[config.mk]
export PLATFORM = sky130hd
export DESIGN_NAME = branch_predictor
export DESIGN_NICKNAME = d
export VERILOG_FILES = /design/src/rtl/branch_predictor.sv
export SDC_FILE = /design/constraint.sdc
export NUM_CORES = 2
export LEC_CHECK = 0
export BUFFER_PORTS_ARGS = -buffer_cell sky130_fd_sc_hd__buf_2
export CORE_ASPECT_RATIO = 0.75
export CORE_MARGIN = 4
export CORE_UTILIZATION = 35
export DETAILED_ROUTE_END_ITERATION = 6
export PLACE_DENSITY = 0.46
export SYNTH_ARGS = -nofsm -noshare
export SYNTH_HDL_FRONTEND = slang
export SYNTH_SLANG_ARGS = --single-unit
[constraint.sdc]
create_clock -name clk_i -period 8 [get_ports clk_i]
set_clock_uncertainty 0.05 [all_clocks]
set_input_delay 0.4 -clock clk_i [delete_from_list [all_inputs] [get_ports clk_i]]
set_output_delay 0.4 -clock clk_i [all_outputs]
set_load 0.1 [all_outputs]
[src/rtl/branch_predictor.sv]
// Direct-mapped branch target buffer with per-entry saturating direction
// counters. Lookup is combinational for the IF stage and training arrives
// from the ID stage. The optional statistics counters are built only when
// the BP_STATS_EN macro is defined.
module branch_predictor #(
  parameter int unsigned ENTRIES = 16,
  parameter int unsigned ADDR_W  = 32,
  parameter int unsigned CTR_W   = 2
) (
  input  logic              clk_i,
  input  logic              rst_i,
  input  logic              lk_en_i,
  input  logic [ADDR_W-1:0] lk_pc_i,
  output logic              lk_hit_o,
  output logic              lk_taken_o,
  output logic [ADDR_W-1:0] lk_target_o,
  input  logic              up_valid_i,
  input  logic [ADDR_W-1:0] up_pc_i,
  input  logic              up_taken_i,
  input  logic [ADDR_W-1:0] up_target_i,
  input  logic              up_pred_taken_i,
  input  logic [ADDR_W-1:0] up_pred_target_i,
  output logic              mispredict_o,
  input  logic              flush_all_i
`ifdef BP_STATS_EN
  ,
  input  logic              stat_clr_i,
  output logic [31:0]       stat_lookups_o,
  output logic [31:0]       stat_mispred_o
`endif
);

  localparam int unsigned IDX_W = $clog2(ENTRIES);
  localparam int unsigned TAG_W = ADDR_W - IDX_W - 2;

  localparam logic [CTR_W-1:0] CTR_WT  = CTR_W'(1) << (CTR_W - 1);
  localparam logic [CTR_W-1:0] CTR_WNT = CTR_WT - CTR_W'(1);
  localparam logic [CTR_W-1:0] CTR_MAX = '1;

  logic [ENTRIES-1:0] valid_q;
  logic [TAG_W-1:0]   tag_q    [ENTRIES];
  logic [ADDR_W-1:0]  target_q [ENTRIES];
  logic [CTR_W-1:0]   ctr_q    [ENTRIES];

  logic [IDX_W-1:0] lk_idx;
  logic [TAG_W-1:0] lk_tag;
  logic [IDX_W-1:0] up_idx;
  logic [TAG_W-1:0] up_tag;
  logic             up_hit;
  logic [CTR_W-1:0] up_ctr_nxt;

  // Byte-offset bits never address the table; lk_en_i only feeds the stats.
  logic unused_bits;
  assign unused_bits = ^{lk_pc_i[1:0], up_pc_i[1:0], lk_en_i};

  assign lk_idx = lk_pc_i[IDX_W+1:2];
  assign lk_tag = lk_pc_i[ADDR_W-1:IDX_W+2];
  assign up_idx = up_pc_i[IDX_W+1:2];
  assign up_tag = up_pc_i[ADDR_W-1:IDX_W+2];

  // Same-cycle lookup: reads registered state only, so no update bypass.
  always_comb begin
    lk_hit_o    = valid_q[lk_idx] && (tag_q[lk_idx] == lk_tag);
    lk_taken_o  = lk_hit_o && ctr_q[lk_idx][CTR_W-1];
    lk_target_o = lk_taken_o ? target_q[lk_idx] : lk_pc_i + ADDR_W'(4);
  end

  // Redirect when direction differs, or when taken to a different target.
  always_comb begin
    mispredict_o = up_valid_i &&
                   ((up_pred_taken_i != up_taken_i) ||
                    (up_taken_i && (up_pred_target_i != up_target_i)));
  end

  // Training side: hit detection and saturating counter step.
  always_comb begin
    up_hit     = valid_q[up_idx] && (tag_q[up_idx] == up_tag);
    up_ctr_nxt = ctr_q[up_idx];
    if (up_taken_i) begin
      if (ctr_q[up_idx] != CTR_MAX) up_ctr_nxt = ctr_q[up_idx] + CTR_W'(1);
    end else begin
      if (ctr_q[up_idx] != '0) up_ctr_nxt = ctr_q[up_idx] - CTR_W'(1);
    end
  end

  // Table state: reset, then flush, then training, in that priority.
  always_ff @(posedge clk_i or negedge rst_i) begin
    if (!rst_i) begin
      valid_q <= '0;
      for (int unsigned i = 0; i < ENTRIES; i++) begin
        tag_q[i]    <= '0;
        target_q[i] <= '0;
        ctr_q[i]    <= CTR_WNT;
      end
    end else if (flush_all_i) begin
      valid_q <= '0;
    end else if (up_valid_i) begin
      if (up_hit) begin
        ctr_q[up_idx] <= up_ctr_nxt;
        if (up_taken_i) target_q[up_idx] <= up_target_i;
      end else if (up_taken_i) begin
        valid_q[up_idx]  <= 1'b1;
        tag_q[up_idx]    <= up_tag;
        target_q[up_idx] <= up_target_i;
        ctr_q[up_idx]    <= CTR_WT;
      end
    end
  end

`ifdef BP_STATS_EN
  // Lookup and mispredict counters; clear beats increment, flush is ignored.
  always_ff @(posedge clk_i or negedge rst_i) begin
    if (!rst_i) begin
      stat_lookups_o <= '0;
      stat_mispred_o <= '0;
    end else if (stat_clr_i) begin
      stat_lookups_o <= '0;
      stat_mispred_o <= '0;
    end else begin
      if (lk_en_i)      stat_lookups_o <= stat_lookups_o + 32'd1;
      if (mispredict_o) stat_mispred_o <= stat_mispred_o + 32'd1;
    end
  end
`endif

endmodule

# Word level (Yosys, flattened, before mapping)
# Cells that the tools add are included.
# op_classes
addsub,3
magnitude_cmp,6
eq_ne,6
mux,40
n_bitwise,8
n_reduce_logical,16
# ops
op,count
512-bit bitwise mux,1
416-bit bitwise mux,1
26-bit binary-select mux with 4-bit select,2
32-bit two-way mux,6
26-bit two-way mux,5
32-bit binary-select mux with 4-bit select,1
32-bit demux with 4-bit select,1
26-bit demux with 4-bit select,1
16-bit two-way mux,4
26-bit == test,2
32-bit by 3-bit adder with 32-bit output (second input constant),1
32-bit bitwise mux,1
32-bit != test,1
16-bit OR,2
16-bit bitwise AND,1
2-bit binary-select mux with 4-bit select,2
2-bit two-way mux,8
16-bit NOT,1
5-bit greater-or-equal comparator (second input constant),2
4-bit by 5-bit < comparator with 1-bit output (second input constant),2
4-bit NOT with 5-bit output,2
3-bit AND reduction,3
1-bit binary-select mux with 4-bit select,2
2-bit demux with 4-bit select,1
13 further kinds,26
# totals
ff_bits,976
out_inout_bits,35
wordCells,128

# Depth between registers and ports, before layout
# logic_depth
ltp_word,9
mapped_depth,16
mapped_depth_nobuf,9

# Worst setup path before layout
# Ideal clock, no wire load.
# synth_timing
kind,input port to output port
startpoint,input port lk_pc_i[3]
endpoint,output port lk_taken_o
t_arrival_ns,4.935
setup_slack_ns,2.615
path_stages,11
cell_sequence,buf_2 > buf_1 > buf_1 > mux2_2 > o211ai_1 > o22ai_1 > nor4_1 > o21ai_0 > nor4_1 > nand4b_1 > nor3b_1
# synth_via
elab_chain_cells,7
# synth_lines
element,line,source
start: declaration,13,"input logic [ADDR_W-1:0] lk_pc_i,"
4-bit NOT with 5-bit output (not written as such),"63, 64",
26-bit binary-select mux with 4-bit select,63,lk_hit_o = valid_q[lk_idx] && (tag_q[lk_idx] == lk_tag);
26-bit two-way mux (not written as such) (2 in series),63,
26-bit == test,63,
1-bit logical AND,63,
1-bit logical AND (*),64,lk_taken_o = lk_hit_o && ctr_q[lk_idx][CTR_W-1];
end: declaration,15,"output logic lk_taken_o,"
# Every way passes the cells marked *; elsewhere a longest branch is shown, timed or not. The select of a mux whose other input is x is not followed.

# Final worst setup path
# layout_timing
startpoint,register tag_q[342] (netlist bit)
endpoint,output port lk_target_o[30]
# layout_via
elab_chain_cells,7
# layout_lines
element,line,source
start: declaration,41,logic [TAG_W-1:0] tag_q [ENTRIES];
start signal: indexed assignment,103,tag_q[up_idx] <= up_tag;
26-bit binary-select mux with 4-bit select,63,
26-bit two-way mux (not written as such) (2 in series),63,
26-bit == test,63,
1-bit logical AND,63,
1-bit logical AND,64,
32-bit two-way mux,65,lk_target_o = lk_taken_o ? target_q[lk_idx] : lk_pc_i + ADDR_W'(4);
end: declaration,16,"output logic [ADDR_W-1:0] lk_target_o,"
# No other way between the ends. The select of a mux whose other input is x is not followed.

==> impl_metrics.py <==
metrics = {
    "clocking": {
        "numCtsBuffers": 107,
        "clockBufferDepth": 3,
        "clockRootBuffer": "clkbuf_16",
        "cts_sinks": 976,
        "cts.clk_slew.worst_paths_ns": 0.06,
        "cts_setup_buffers": 0,
        "cts_tree": "built",
        "clock_latency_ns": 0.76,
        "h-tree-depth": 3,
    },
    "floorplanning": {
        "core-area_um2": 143000,
        "io_pins": 170,
        "die_area_um2": 150000,
        "rows": 120,
        "dieWidth_um": 446,
        "die_h_um": 336,
        "start_util_pct": 35.3,
    },
    "synth": {
        "synth_cells": 3880,
        "ys_warn_count": 0,
        "async_reset_ff_share_pct": 100,
        "synth_edf_count": 0,
        "syn_avg_cell_area_um2": 13.0,
        "syn-num-nets": 4016,
        "syn_area_um2": 50300,
        "synth-seq-cells": 976,
        "synth-main-ff-cell": "dfrtp_1",
        "yosysSeqAreaShare_pct": 48.6,
        "yosysUniqueCellTypes": 70,
    },
    "route": {
        "vias_per_cell": 5.59,
        "avgRoutedWirePerCell_um": 29.6,
        "dr.pass1.iters": 5,
        "antenna_left": 0,
        "vias": 33005,
        "drt-initial-drc-count": 2580,
        "drcViolationCount": 0,
        "routed_wirelength_um": 175000,
    },
    "critical_path": {
        "path_cells": "mux4_2, xnor2_1, nand3_1, nor3_1, a31oi_1, o41ai_1, nor4b_1, nand3_2, buf_4, mux2_2, buf_2",
        "worst-setup-path-type": "register to output pin",
        "crit_arrival_ns": 5.79,
        "cpPeakStageDelay_ns": 0.85,
        "cp_data_required_time_ns": 7.55,
        "crit_path_end_kind": "output pin",
        "worstSetupStartpointType": "register",
        "critPathSlowestCell": "nand3_2",
        "path_max_fanout": 21,
    },
    "placed_design": {
        "dp_slack_ns": 1.74,
        "dpl.hpwl_um": 105000,
        "dpl.cell_count": 5673,
        "post_dp_cell_area_um2": 52800,
        "port_buffers": 166,
        "gp_congestion": 0.804,
    },
    "timing": {
        "finalWorstSetupSlack_ns": 1.76,
        "final_hold_viol_count": 0,
        "setup_violations": 0,
        "worstMarginPinSlew_ns": 1.23,
        "relSlewSlack_pct": 17.4,
        "final.min_clock_period_ns": 6.24,
        "fin_crit_sh_pct": 78.0,
        "max_clock_freq_mhz": 160,
        "rsz0062_at_grt": "false",
        "final_max_slew_viol_count": 0,
        "tns_ns": 0,
    },
    "power": {
        "ir_drop_uv": 194,
        "leakagePower_uw": 0.0261,
        "power_density_nw_per_um2": 232,
    },
    "layout": {
        "layoutNonFillerInstCount": 5905,
        "postLayoutCoreUtil_pct": 39.7,
        "fin_nets": 4057,
        "area_growth_pct": 12.7,
        "drive_gt1_share_pct": 34.5,
        "n_fill_cell": 13498,
        "fin_area_um2": 56700,
    },
    "grt": {
        "grtUsageTotal_pct": 23.3,
        "antenna_found_initial": 19,
        "grt_pass1_wl_um": 252000,
        "grt_pass1_vias": 33184,
        "grt-ovfl-total": 0,
        "grt_max_degree": 168,
    },
    "status": {
        "outcome": "complete, no violations",
    },
    "worst_hold_path": {
        "min_path_type": "input pin to register",
    },
    "run": {
        "cap_violations": 0,
    },
}
## registers in the layout (all words and copies together) (netlist names)
register	count
ctr_q	32
tag_q	416
target_q	512
valid_q	16
## critical path, delay by kind of cell (launching register included)
family / cells / cell delay, ns
AO/OA/AOI/OAI: 2 / 0.53
buffers and inverters: 2 / 0.94
flip-flops: 1 / 0.40
multiplexers: 2 / 0.72
AND/OR/NAND/NOR: 4 / 2.18
XOR/XNOR: 1 / 0.24
## layer usage
| layer | GRT usage (%) | vias to the layer above | share of wire [%] |
|---|---|---|---|
| met3 | 3.50 | 213 | 4.6 |
| li1 | - | 14195 | - |
| met4 | 5.37 | 2 | 2.2 |
| met5 | 0 | - | 0.0074 |
| met1 | 35.2 | 17755 | 48 |
| met2 | 35.3 | 840 | 45 |
## path summary, 6_finish.rpt
kind / cells past startpoint / from / endpoint / slack [ns]
max: 11 / tag_q[342]$_DFFE_PN0P_ / lk_target_o[30] / 1.76
min: 3 / up_target_i[21] / target_q[21]$_DFFE_PN0P_ / 0.05
max reg2reg: 11 / tag_q[287]$_DFFE_PN0P_ / tag_q[252]$_DFFE_PN0P_ / 3.08
min reg2reg: 2 / target_q[13]$_DFFE_PN0P_ / target_q[13]$_DFFE_PN0P_ / 0.42
max in group asynchronous: 4 / rst_i / target_q[85]$_DFFE_PN0P_ / 5.62
min in group asynchronous: 2 / rst_i / tag_q[412]$_DFFE_PN0P_ / 0.35
## metrics by stage
| step | hold WS [ns] | power, uW |
|---|---|---|
| after floorplan | 0.0544 | 7420 |
| after global routing | 0.0298 | 13700 |
| final | 0.0543 | 13100 |
| after detailed placement | 0.408 | 8160 |
| after global placement | 0.405 | 8130 |
| after CTS | 0.00155 | 13300 |
## Yosys cell counts, drive strengths merged (17+ instances only)
master | count | area (um2)
a211oi | 19 | 143
a21o | 21 | 158
a21oi | 17 | 85.1
a221oi | 27 | 236
a22oi | 33 | 248
buf | 141 | 833
clkbuf | 209 | 785
dfrtp | 960 | 24000
inv | 37 | 139
mux2 | 763 | 8590
mux2i | 145 | 1450
mux4 | 324 | 7300
nand2 | 636 | 2390
nand3 | 32 | 160
nor2 | 94 | 425
nor2b | 42 | 263
nor3 | 19 | 106
o21ai | 73 | 365
o22ai | 20 | 125
xnor2 | 87 | 762
xor2 | 31 | 272
## power breakdown
part | leakage, uW | internal (uW) | switching (uW)
combinational | 0.0114 | 1040 | 1070
sequential | 0.0130 | 5580 | 394
clock | 0.00176 | 2900 | 2160
## placed cells by master (no fill, tap or decap), types with 33 or more instances in the layout
master,instances
mux2i_1,145
mux2_1,190
buf_2,158
a22oi_1,33
dfrtp_1,960
nor2b_1,40
inv_1,36
mux4_2,324
buf_4,83
mux2_2,573
nor2_1,72
clkbuf_16,108
o21ai_0,73
xnor2_1,87
nand2_1,622
## timing repair
action	CTS	global route
hold buffers	30	0
resized for setup	0	0
hold endpoints to repair	243	0
## cell type report
cell class | count | area, um2 | area share, %
flip-flops and latches | 976 | 24400 | 43.1
multi-input cells | 2517 | 24300 | 42.8
clock buffers | 161 | 3210 | 5.66
well taps | 1891 | 2370 | 4.17
repair buffers | 282 | 1900 | 3.34
clock inverters | 32 | 345 | 0.609
inverters | 37 | 139 | 0.245
diodes | 9 | 22.5 | 0.0397
## kinds of logic after synthesis
group                    after synthesis  synth area share, %
buffers and inverters                387                 3.49
AND/OR/NAND/NOR                      886                 7.51
flip-flops                           976                 48.6
adder cells (fa/ha/maj)                2               0.0447
XOR/XNOR                             118                 2.05
multiplexers                        1232                 34.5
AO/OA/AOI/OAI                        279                 3.89
Note: power is estimated with default switching activity, not from simulation.
